===== src/rtl/riscv_pkg.sv =====
// Shared RISC-V core types: register address, data word and writeback source.
package riscv_pkg;

  localparam int unsigned XLEN    = 32;
  localparam int unsigned NUM_REG = 32;

  typedef logic [4:0]      reg_addr_t;
  typedef logic [XLEN-1:0] word_t;

  typedef enum logic [1:0] {
    WB_NONE,
    WB_ALU,
    WB_LSU
  } wb_src_e;

endpackage


===== src/rtl/wb_scoreboard.sv =====
// Per-register busy bitmap: set on issue, cleared on register-file writeback,
// with a sticky error flag for a writeback to a register that was not busy.
module wb_scoreboard
  import riscv_pkg::*;
(
  input  logic               clk,
  input  logic               rst_n,
  input  logic               iss_valid_i,
  input  reg_addr_t          iss_rd_i,
  input  logic               wb_we_i,
  input  reg_addr_t          wb_rd_i,
  output logic [NUM_REG-1:0] pending_o,
  output logic               sb_err_o
);

  logic [NUM_REG-1:0] pending_d, pending_q;
  logic               sb_err_d, sb_err_q;

  // NOTE: every variable written here gets a default first, so no path leaves
  // it unassigned and no latch is inferred.
  always_comb begin
    pending_d = pending_q;
    sb_err_d  = sb_err_q;
    if (wb_we_i) begin
      pending_d[wb_rd_i] = 1'b0;
      if (!pending_q[wb_rd_i]) sb_err_d = 1'b1;
    end
    // Issue is applied after the clear so a same-register set wins.
    if (iss_valid_i && (iss_rd_i != '0)) pending_d[iss_rd_i] = 1'b1;
    pending_d[0] = 1'b0;
  end

  // NOTE: the bitmap is only 32 flops, so it is reset like ordinary state
  // rather than treated as an unreset storage array.
  always_ff @(posedge clk or negedge rst_n) begin
    if (!rst_n) begin
      pending_q <= '0;
      sb_err_q  <= 1'b0;
    end else begin
      pending_q <= pending_d;
      sb_err_q  <= sb_err_d;
    end
  end

  assign pending_o = pending_q;
  assign sb_err_o  = sb_err_q;

endmodule


===== src/rtl/regfile_wb_arb.sv =====
// Two-source (ALU/LSU) register-file writeback arbiter with LSU anti-starvation.
// Optional issue scoreboard compiled in with `define REGFILE_WB_ARB_SB_EN.
module regfile_wb_arb
  import riscv_pkg::*;
#(
  parameter int unsigned STARVE_LIMIT = 4
) (
  input  logic      clk,
  input  logic      rst_n,
  input  logic      alu_valid,
  input  reg_addr_t alu_rd,
  input  word_t     alu_data,
  output logic      alu_ready,
  input  logic      lsu_valid,
  input  reg_addr_t lsu_rd,
  input  word_t     lsu_data,
  output logic      lsu_ready,
  output logic      rf_we,
  output reg_addr_t rf_rd,
  output word_t     rf_wdata
`ifdef REGFILE_WB_ARB_SB_EN
  ,
  input  logic               iss_valid,
  input  reg_addr_t          iss_rd,
  output logic [NUM_REG-1:0] pending,
  output logic               sb_err
`endif
);

  localparam int unsigned CNT_W = (STARVE_LIMIT < 1) ? 1 : $clog2(STARVE_LIMIT + 1);

  logic [CNT_W-1:0] starve_cnt_d, starve_cnt_q;
  wb_src_e          src_d, src_q;
  reg_addr_t        rf_rd_d, rf_rd_q;
  word_t            rf_wdata_d, rf_wdata_q;

  logic lsu_pri;
  logic grant_alu;
  logic grant_lsu;

  // LSU wins a contended cycle only once it has lost STARVE_LIMIT in a row.
  assign lsu_pri   = (starve_cnt_q == CNT_W'(STARVE_LIMIT));
  assign grant_lsu = lsu_valid && (!alu_valid || lsu_pri);
  assign grant_alu = alu_valid && !grant_lsu;

  // The write port never stalls, so ready is purely the arbitration result.
  assign alu_ready = grant_alu;
  assign lsu_ready = grant_lsu;

  always_comb begin
    starve_cnt_d = '0;
    src_d        = WB_NONE;
    rf_rd_d      = rf_rd_q;
    rf_wdata_d   = rf_wdata_q;
    if (lsu_valid && !grant_lsu) starve_cnt_d = starve_cnt_q + 1'b1;
    if (grant_alu) begin
      src_d      = WB_ALU;
      rf_rd_d    = alu_rd;
      rf_wdata_d = alu_data;
    end else if (grant_lsu) begin
      src_d      = WB_LSU;
      rf_rd_d    = lsu_rd;
      rf_wdata_d = lsu_data;
    end
  end

  // NOTE: sequential state uses non-blocking assignments so every flop samples
  // the pre-edge values regardless of statement order.
  always_ff @(posedge clk or negedge rst_n) begin
    if (!rst_n) begin
      starve_cnt_q <= '0;
      src_q        <= WB_NONE;
      rf_rd_q      <= '0;
      rf_wdata_q   <= '0;
    end else begin
      starve_cnt_q <= starve_cnt_d;
      src_q        <= src_d;
      rf_rd_q      <= rf_rd_d;
      rf_wdata_q   <= rf_wdata_d;
    end
  end

  // Writes to x0 are accepted upstream but never reach the register file.
  assign rf_we    = (src_q != WB_NONE) && (rf_rd_q != '0);
  assign rf_rd    = rf_rd_q;
  assign rf_wdata = rf_wdata_q;

`ifdef REGFILE_WB_ARB_SB_EN
  wb_scoreboard u_scoreboard (
    .clk         (clk),
    .rst_n       (rst_n),
    .iss_valid_i (iss_valid),
    .iss_rd_i    (iss_rd),
    .wb_we_i     (rf_we),
    .wb_rd_i     (rf_rd),
    .pending_o   (pending),
    .sb_err_o    (sb_err)
  );
`endif

endmodule


===== config.mk =====
export PLATFORM = sky130hd
export DESIGN_NAME = regfile_wb_arb
export DESIGN_NICKNAME = d
export VERILOG_FILES = /design/src/rtl/riscv_pkg.sv /design/src/rtl/wb_scoreboard.sv /design/src/rtl/regfile_wb_arb.sv
export SDC_FILE = /design/constraint.sdc
export NUM_CORES = 1
export LEC_CHECK = 0
export ABC_CLOCK_PERIOD_IN_PS = 3740
export CAP_MARGIN = 5
export CORE_MARGIN = 1
export CORE_UTILIZATION = 41
export CTS_BUF_LIST = sky130_fd_sc_hd__clkbuf_8
export CTS_CLUSTER_DIAMETER = 100
export CTS_CLUSTER_SIZE = 25
export DETAILED_ROUTE_END_ITERATION = 10
export PLACE_DENSITY = 0.92
export SLEW_MARGIN = 5
export SYNTH_ARGS = -nofsm -noshare
export SYNTH_HDL_FRONTEND = slang
export SYNTH_SLANG_ARGS = --single-unit
export TNS_END_PERCENT = 30

===== constraint.sdc =====
create_clock -name clk -period 3.74 [get_ports clk]
set_input_delay 0.748 -clock clk [delete_from_list [all_inputs] [get_ports clk]]
set_output_delay 0.748 -clock clk [all_outputs]
set_load 0.01 [all_outputs]

---- Yosys cells after proc, flatten, opt, wreduce, memory -nomap -nowiden ----
Cells that the tools add are included.
operators by class
  reductions and logical operators ........ 10
  $add $sub $neg .......................... 1
  mux-type cells .......................... 7
  equal/unequal tests ..................... 1
operators with widths
  operator             number
  $mux 32              2
  $mux 5               2
  $reduce_bool 5->1    1
  $logic_and 1x1->1    4
  $mux 2               2
  $reduce_bool 2->1    2
  $add 3x1->3 const B  1
  $eq 3x3->1 const B   1
  $mux 3               1
  $logic_not 1->1      2
  $logic_or 1x1->1     1
storage, ports and cells
  logic and storage cells ................. 23
  output and inout port bits .............. 40
  flip-flop bits (word level) ............. 42
  input bits .............................. 78

---- Logic depth before layout (Yosys ltp) ----
Gate-level depths: netlist of the first run.
  depth in word-level cells ............... 6
  depth in mapped cells ................... 7
  mapped depth without buffers ............ 5

---- Worst setup path after synthesis of the first run ----
OpenSTA, ideal clock, no wires.
  path kind ............................... input-to-output
  start point ............................. input port alu_valid
  end point ............................... output port alu_ready
  stages .................................. 4
  path slack .............................. 1,457 ps
  buffers on the path ..................... 2
  arrival time ............................ 1,535 ps
  data required time ...................... 2,992 ps
  cell sequence ........................... buf_6 inv_1 a31oi_1 clkbuf_1
between the ends
  word-level cells in the longest chain between the ends .. 5
ends and longest elaborated chain
  item                   line                  text
  start, declared        regfile_wb_arb.sv:10  input logic alu_valid,
  $logic_not 1->1        regfile_wb_arb.sv:43  assign grant_lsu = lsu_valid && (!alu_valid || lsu_pri);
  $logic_or 1x1->1       regfile_wb_arb.sv:43
  $logic_and 1x1->1      regfile_wb_arb.sv:43
  $logic_not 1->1        regfile_wb_arb.sv:44  assign grant_alu = alu_valid && !grant_lsu;
  $logic_and 1x1->1 (*)  regfile_wb_arb.sv:44
  end, declared          regfile_wb_arb.sv:13  output logic alu_ready,
Every way passes the cells marked *; elsewhere a longest branch is shown, timed or not.

---- Worst setup path after layout of the first run ----
  start point ............................. input port alu_valid
  end point ............................... output port lsu_ready
between the ends
  word-level cells in the longest chain between the ends .. 3
ends and longest elaborated chain
  item               line                  text
  $logic_not 1->1    regfile_wb_arb.sv:43
  $logic_or 1x1->1   regfile_wb_arb.sv:43
  $logic_and 1x1->1  regfile_wb_arb.sv:43
  end, declared      regfile_wb_arb.sv:17  output logic lsu_ready,
No other way between the ends.

==> results.toml, run 1 <==
[placed_design]
hpwl_um = 3730
io_buffer_count = 117
place_ws_ps = 507
place_congestion = 0.752
place_area_mm2 = 0.00312
place_inst = 318

[clocking]
cts_sinks = 42
htreeDepth = 2
clk_path_buf_depth = 2
cts.hold.buffers_added = 0
clock_latency_ps = 290
cts_tree = "yes"
clk_pin_slew_ps = 80
cts_root_buffer = "clkbuf_8"
numCtsBuffers = 5
post_cts_buffers = 0
cts_resized = 0

[worst_hold_path]
hold_start = "starve_cnt_q[0]$_DFF_PN0_"
min_to = "starve_cnt_q[0]$_DFF_PN0_"
hold_class = "flip-flop to flip-flop"
hold_depth = 2

[final_layout]
fin_cells = 325
seq_area_mm2 = 0.00105
nets = 353
diodes = 0
fin_area_mm2 = 0.00323
final_cell_mix = "clkdlybuf4s50_1, dfrtp_1, and2_1, a221o_1, inv_1"
drive_gt1_frac = 0.0769
multiInputGateArea_um2 = 779
area_growth_pct = 68.0
fillers = 319
final_common_cell = "clkdlybuf4s50_1"

[grt]
grt_util_met1 = 0.291
grt_antenna_before_repair = 0
grt_max_degree = 43
busiest_layer = "met2"
grt_use_total = 0.224
use_met2 = 0.357
grt_first_pass_wirelength_um = 8540
gr-total-overflow = 0
met3_usage = 0.0664
first_global_vias = 1757

[timing]
finalHoldViolCount = 0
setup_ws_ps = 493
finalSetupTns_ps = 0
fin_skew_ps = 8.34
fmax_ghz = 0.308
fin_crit_ps = 3250
drv_slew = 0
grt_setup_unrepaired = "no"
min_period_over_period = 0.868
finalSetupViolCount = 0
max-slew-margin-rel = 0.371
max_slew.worst_pin.slew_ps = 942

[pwr]
power.leakage_nw = 1.37
p_per_area_mw_per_mm2 = 361
max-vdd-ir-drop_v = 0.000207
power_mw = 1.17

[die]
die_h_um = 70.5
pin_count = 118
die_x_um = 70.5
core_mm2 = 0.00444
rows = 24
die-area_mm2 = 0.00497
start_util = 0.433

[synthesis]
synthDistinctLibCells = 20
netlist_area_mm2 = 0.00192
syn_inst = 158
synth_nets = 238
synth_seq_cells = 42
yosysWarningCount = 0
ys_seq_area_frac = 0.547
synth_area_per_cell_um2 = 12.2

[route]
avgViaCountPerCell = 5.43
drtAntennaViolNets = 0
route.detailed.wl_per_inst_um = 16.3
first_iter_violations = 90
num_vias = 1766
drc_errors = 17
wl_um = 5280
dr.pass1.iters = 7

[worst_setup_path]
r2r_cells = 5
critical_path_required_ps = 2990
reg2reg_from = "starve_cnt_q[0]$_DFF_PN0_"
cp_max_fo = 38
r2r_end = "rf_wdata[19]$_DFFE_PN0P_"
cp_data_arrival_time_ps = 2500
worstSetupStartpointType = "input pin"
endpoint_kind = "primary output"
r2r_slack_ps = 1930
crit_type = "input pin to primary output"

[status]
violations = "design-rule violations"
outcome = "finished, violations left"

[job]
drv_cap = 0
worst max-delay path by stage:
stage	startpoint	to	slack, ps	cells after the start
floorplan	alu_valid	alu_ready	1460	4
global placement	alu_valid	lsu_ready	530	4
detailed placement	alu_valid	lsu_ready	510	4
CTS	alu_valid	lsu_ready	500	4
global route	alu_valid	lsu_ready	440	4
finish	alu_valid	lsu_ready	490	4
worst max-delay path: stages:
cell and delay, ps:
clkdlybuf4s50_1 440, a21bo_4 240, and2_4 430, clkdlybuf4s50_1 620
cell usage after synthesis:
cell | instances | area share
nand2b_1 | 1 | 0.0033
inv_1 | 9 | 0.018
mux2i_1 | 1 | 0.0052
mux2_2 | 6 | 0.035
ha_1 | 2 | 0.013
a21oi_1 | 7 | 0.018
nor2_1 | 1 | 0.0019
and2_4 | 1 | 0.0046
a31oi_1 | 1 | 0.0033
o22ai_1 | 6 | 0.020
or4_1 | 1 | 0.0039
and2_1 | 32 | 0.10
buf_6 | 4 | 0.023
a221o_1 | 31 | 0.16
a21bo_4 | 1 | 0.0085
o22a_1 | 1 | 0.0046
and3_1 | 3 | 0.0098
buf_2 | 1 | 0.0026
dfrtp_1 | 42 | 0.55
clkbuf_1 | 7 | 0.014
state kept, by name, summed over array words and instances, names as in the netlist:
name          count
rf_rd             5
rf_wdata         32
starve_cnt_q      3
src_q             2
metrics by stage:
stage,utilization,hold slack (ps)
final,0.727,580
after global routing,0.727,616
after CTS,0.727,578
after detailed placement,0.702,567
after global placement,0.702,558
after floorplan,-,452
routing by layer:
metal / share of wire / up-vias / routed length (µm)
met1: 0.42 / 850 / 2240
met2: 0.48 / 88 / 2520
met5: 0 / - / 0
met4: 0.016 / 0 / 82
met3: 0.083 / 10 / 436
li1: - / 818 / -
report_power, final:
part / internal (mW) / switching (mW) / total, mW
combinational: 0.187 / 0.103 / 0.290
clock: 0.214 / 0.145 / 0.358
sequential: 0.494 / 0.0224 / 0.517
total: 0.895 / 0.270 / 1.17
layout make-up:
class	instances	area share
Clock buffer	6	0.0256
Tap cell	52	0.0201
Multi-Input combinational cell	95	0.241
Timing Repair Buffer	120	0.368
Inverter	9	0.0105
Sequential cell	42	0.325
Clock inverter	1	0.00930
logic make-up (layout without fill, tap and decap cells):
family,after synthesis,in the layout,synth area share
AO/OA/AOI/OAI,47,47,0.215
adder cells (fa/ha/maj),2,2,0.0130
buffers and inverters,21,136,0.0573
flip-flops,42,42,0.547
multiplexers,7,7,0.0403
AND/OR/NAND/NOR,39,39,0.128
Power figures use the tool's default switching activity.
==> run 2, diff against run 1 <==
--- a/config.mk
+++ b/config.mk
@@ -7,7 +7,7 @@
 export LEC_CHECK = 0
 export ABC_CLOCK_PERIOD_IN_PS = 3740
 export CAP_MARGIN = 5
-export CORE_MARGIN = 1
+export CORE_MARGIN = 2
 export CORE_UTILIZATION = 41
 export CTS_BUF_LIST = sky130_fd_sc_hd__clkbuf_8
 export CTS_CLUSTER_DIAMETER = 100
@@ -17,5 +17,6 @@
 export SLEW_MARGIN = 5
 export SYNTH_ARGS = -nofsm -noshare
 export SYNTH_HDL_FRONTEND = slang
+export SYNTH_HIERARCHICAL = 1
 export SYNTH_SLANG_ARGS = --single-unit
 export TNS_END_PERCENT = 30
==> run 2 against run 1 <==
Against the previous run: the run now ends clean; die area is 5.8% higher; worst setup slack better by 86 ps; cell area decreased by 0.77%; sequential power is essentially flat; combinational power about the same.
==> results.toml, run 2 <==
[status]
outcome = "complete, no violations"

[grt]
gr-total-overflow = 0
grt_use_total = 0.215
grt_first_pass_wirelength_um = 8630
grt_max_degree = 43
grt_antenna_before_repair = 0
first_global_vias = 1746

[die]
die_x_um = 72.5
core_mm2 = 0.00444
die_h_um = 72.5
rows = 24
start_util = 0.433
pin_count = 118
die-area_mm2 = 0.00525

[final_layout]
final_common_cell = "clkdlybuf4s50_1"
final_cell_mix = "clkdlybuf4s50_1, dfrtp_1, and2_1, a221o_1, inv_1"
area_growth_pct = 66.7
drive_gt1_frac = 0.0769
largest_reg_flops = 32
nets = 352
fillers = 344
seq_area_mm2 = 0.00105
multiInputGateArea_um2 = 779
diodes = 0
fin_util = 0.721

[clocking]
post_cts_buffers = 0
numCtsBuffers = 5
clk_pin_slew_ps = 80
cts.hold.buffers_added = 0
clock_latency_ps = 290
cts_tree = "yes"
cts_sinks = 42
cts_root_buffer = "clkbuf_8"
cts_resized = 0
htreeDepth = 2
clk_path_buf_depth = 2

[worst_setup_path]
worstSetupStartpointType = "input pin"
crit_type = "input pin to primary output"
cp_data_arrival_time_ps = 2410
cp_max_fo = 10
endpoint_kind = "primary output"
critical_path_required_ps = 2990

[placed_design]
place_ws_ps = 581
hpwl_um = 3980
io_buffer_count = 117
place_congestion = 0.751

[synthesis]
syn_inst = 158
synth_top_area_share = 0.547
synthTopCellsByArea = "dfrtp_1, a221o_1, and2_1"
netlist_area_mm2 = 0.00192
synth-edff-count = 0
synth_top_area_cell = "dfrtp_1"
synthDistinctLibCells = 20
synth_seq_cells = 42
yosys_most_used_dff = "dfrtp_1"
ys_top_cells_by_count = "dfrtp_1, and2_1, a221o_1"
ys_seq_area_frac = 0.547
yosysWarningCount = 6
synth_nets = 238
synthMostInstantiatedCell = "dfrtp_1"
synth_area_per_cell_um2 = 12.2
postSynth.asyncResetShare = 1.00

[route]
dr.pass1.iters = 4
wl_um = 5480
avgViaCountPerCell = 5.33
route.detailed.wl_per_inst_um = 16.8
num_vias = 1731
drc_errors = 0
first_iter_violations = 93
drtAntennaViolNets = 0

[timing]
fin_crit_ps = 3160
fmax_ghz = 0.316
min_period_over_period = 0.845
finalSetupViolCount = 0
finalSetupTns_ps = 0
setup_ws_ps = 580
max-slew-margin-rel = 0.323
fin_skew_ps = 7.05
max_slew.worst_pin.slew_ps = 1010
grt_setup_unrepaired = "no"
finalHoldViolCount = 0
drv_slew = 0

[worst_hold_path]
hold_class = "input pin to async pin"

[pwr]
p_comb_frac = 0.262
max-vdd-ir-drop_v = 0.000227
pwr-share-clk = 0.271
p_per_area_mw_per_mm2 = 345
power.switching_uw = 277
p_sw_frac = 0.251
p_int_uw = 829
seqPwrFrac = 0.467
power.leakage_nw = 1.36

[job]
drv_cap = 0
[run 2: cell counts after synthesis]
Identical to the previous run, type by type.
[run 2: worst paths after layout]
check / end / depth (start not counted) / from / slack [ps]
worst max-delay path: lsu_ready / 4 / alu_valid / 580
worst min-delay path: rf_wdata[23]$_DFFE_PN0P_ / 1 / rst_n / 580
worst max register to register: rf_wdata[23]$_DFFE_PN0P_ / 6 / starve_cnt_q[0]$_DFF_PN0_ / 1830
worst min register to register: starve_cnt_q[0]$_DFF_PN0_ / 2 / starve_cnt_q[0]$_DFF_PN0_ / 580
max in group asynchronous: rf_wdata[29]$_DFFE_PN0P_ / 1 / rst_n / 2600
min in group clk: starve_cnt_q[0]$_DFF_PN0_ / 2 / starve_cnt_q[0]$_DFF_PN0_ / 580
[run 2: critical path, stage by stage]
cell and delay (ps):
clkdlybuf4s50_1 710, a21bo_4 310, and2_4 170, clkdlybuf4s50_1 470
[run 2: kinds of logic after synthesis]
kind of cell	after synthesis	share of synthesized area
compound gates	47	0.215
flops	42	0.547
simple gates	39	0.128
buf+inv	21	0.0573
mux	7	0.0403
fa+ha+maj	2	0.0130
[run 2: per-layer routing]
metal / vias up / part of all wire / global-route usage
met1: 819 / 0.42 / 0.271
met3: 10 / 0.073 / 0.0458
li1: 818 / - / -
met5: - / 0 / 0
met4: 0 / 0.016 / 0.0802
met2: 84 / 0.49 / 0.364
[run 2: per-stage QoR]
step	hold slack [ps]	instances	cell area [µm²]	power (mW)
floorplan	452	158	1920	0.624
global placement	565	317	3110	0.809
detailed placement	565	317	3110	0.817
CTS	588	325	3210	1.12
global route	619	325	3210	1.16
finish	578	325	3210	1.11
[run 2: power groups by stage]
stage / Clock (mW) / Sequential, mW / Combinational (mW)
floorplan: 0 / 0.540 / 0.0837
global placement: 0 / 0.523 / 0.286
detailed placement: 0 / 0.525 / 0.293
CTS: 0.307 / 0.516 / 0.294
global route: 0.325 / 0.522 / 0.312
finish: 0.300 / 0.516 / 0.290
[run 2: final cells by class]
cell class / instances / area share
inverters: 9 / 0.0105
clock inverters: 2 / 0.00390
clock buffers: 6 / 0.0258
well taps: 52 / 0.0203
flip-flops and latches: 42 / 0.328
repair buffers: 119 / 0.368
multi-input cells: 95 / 0.243
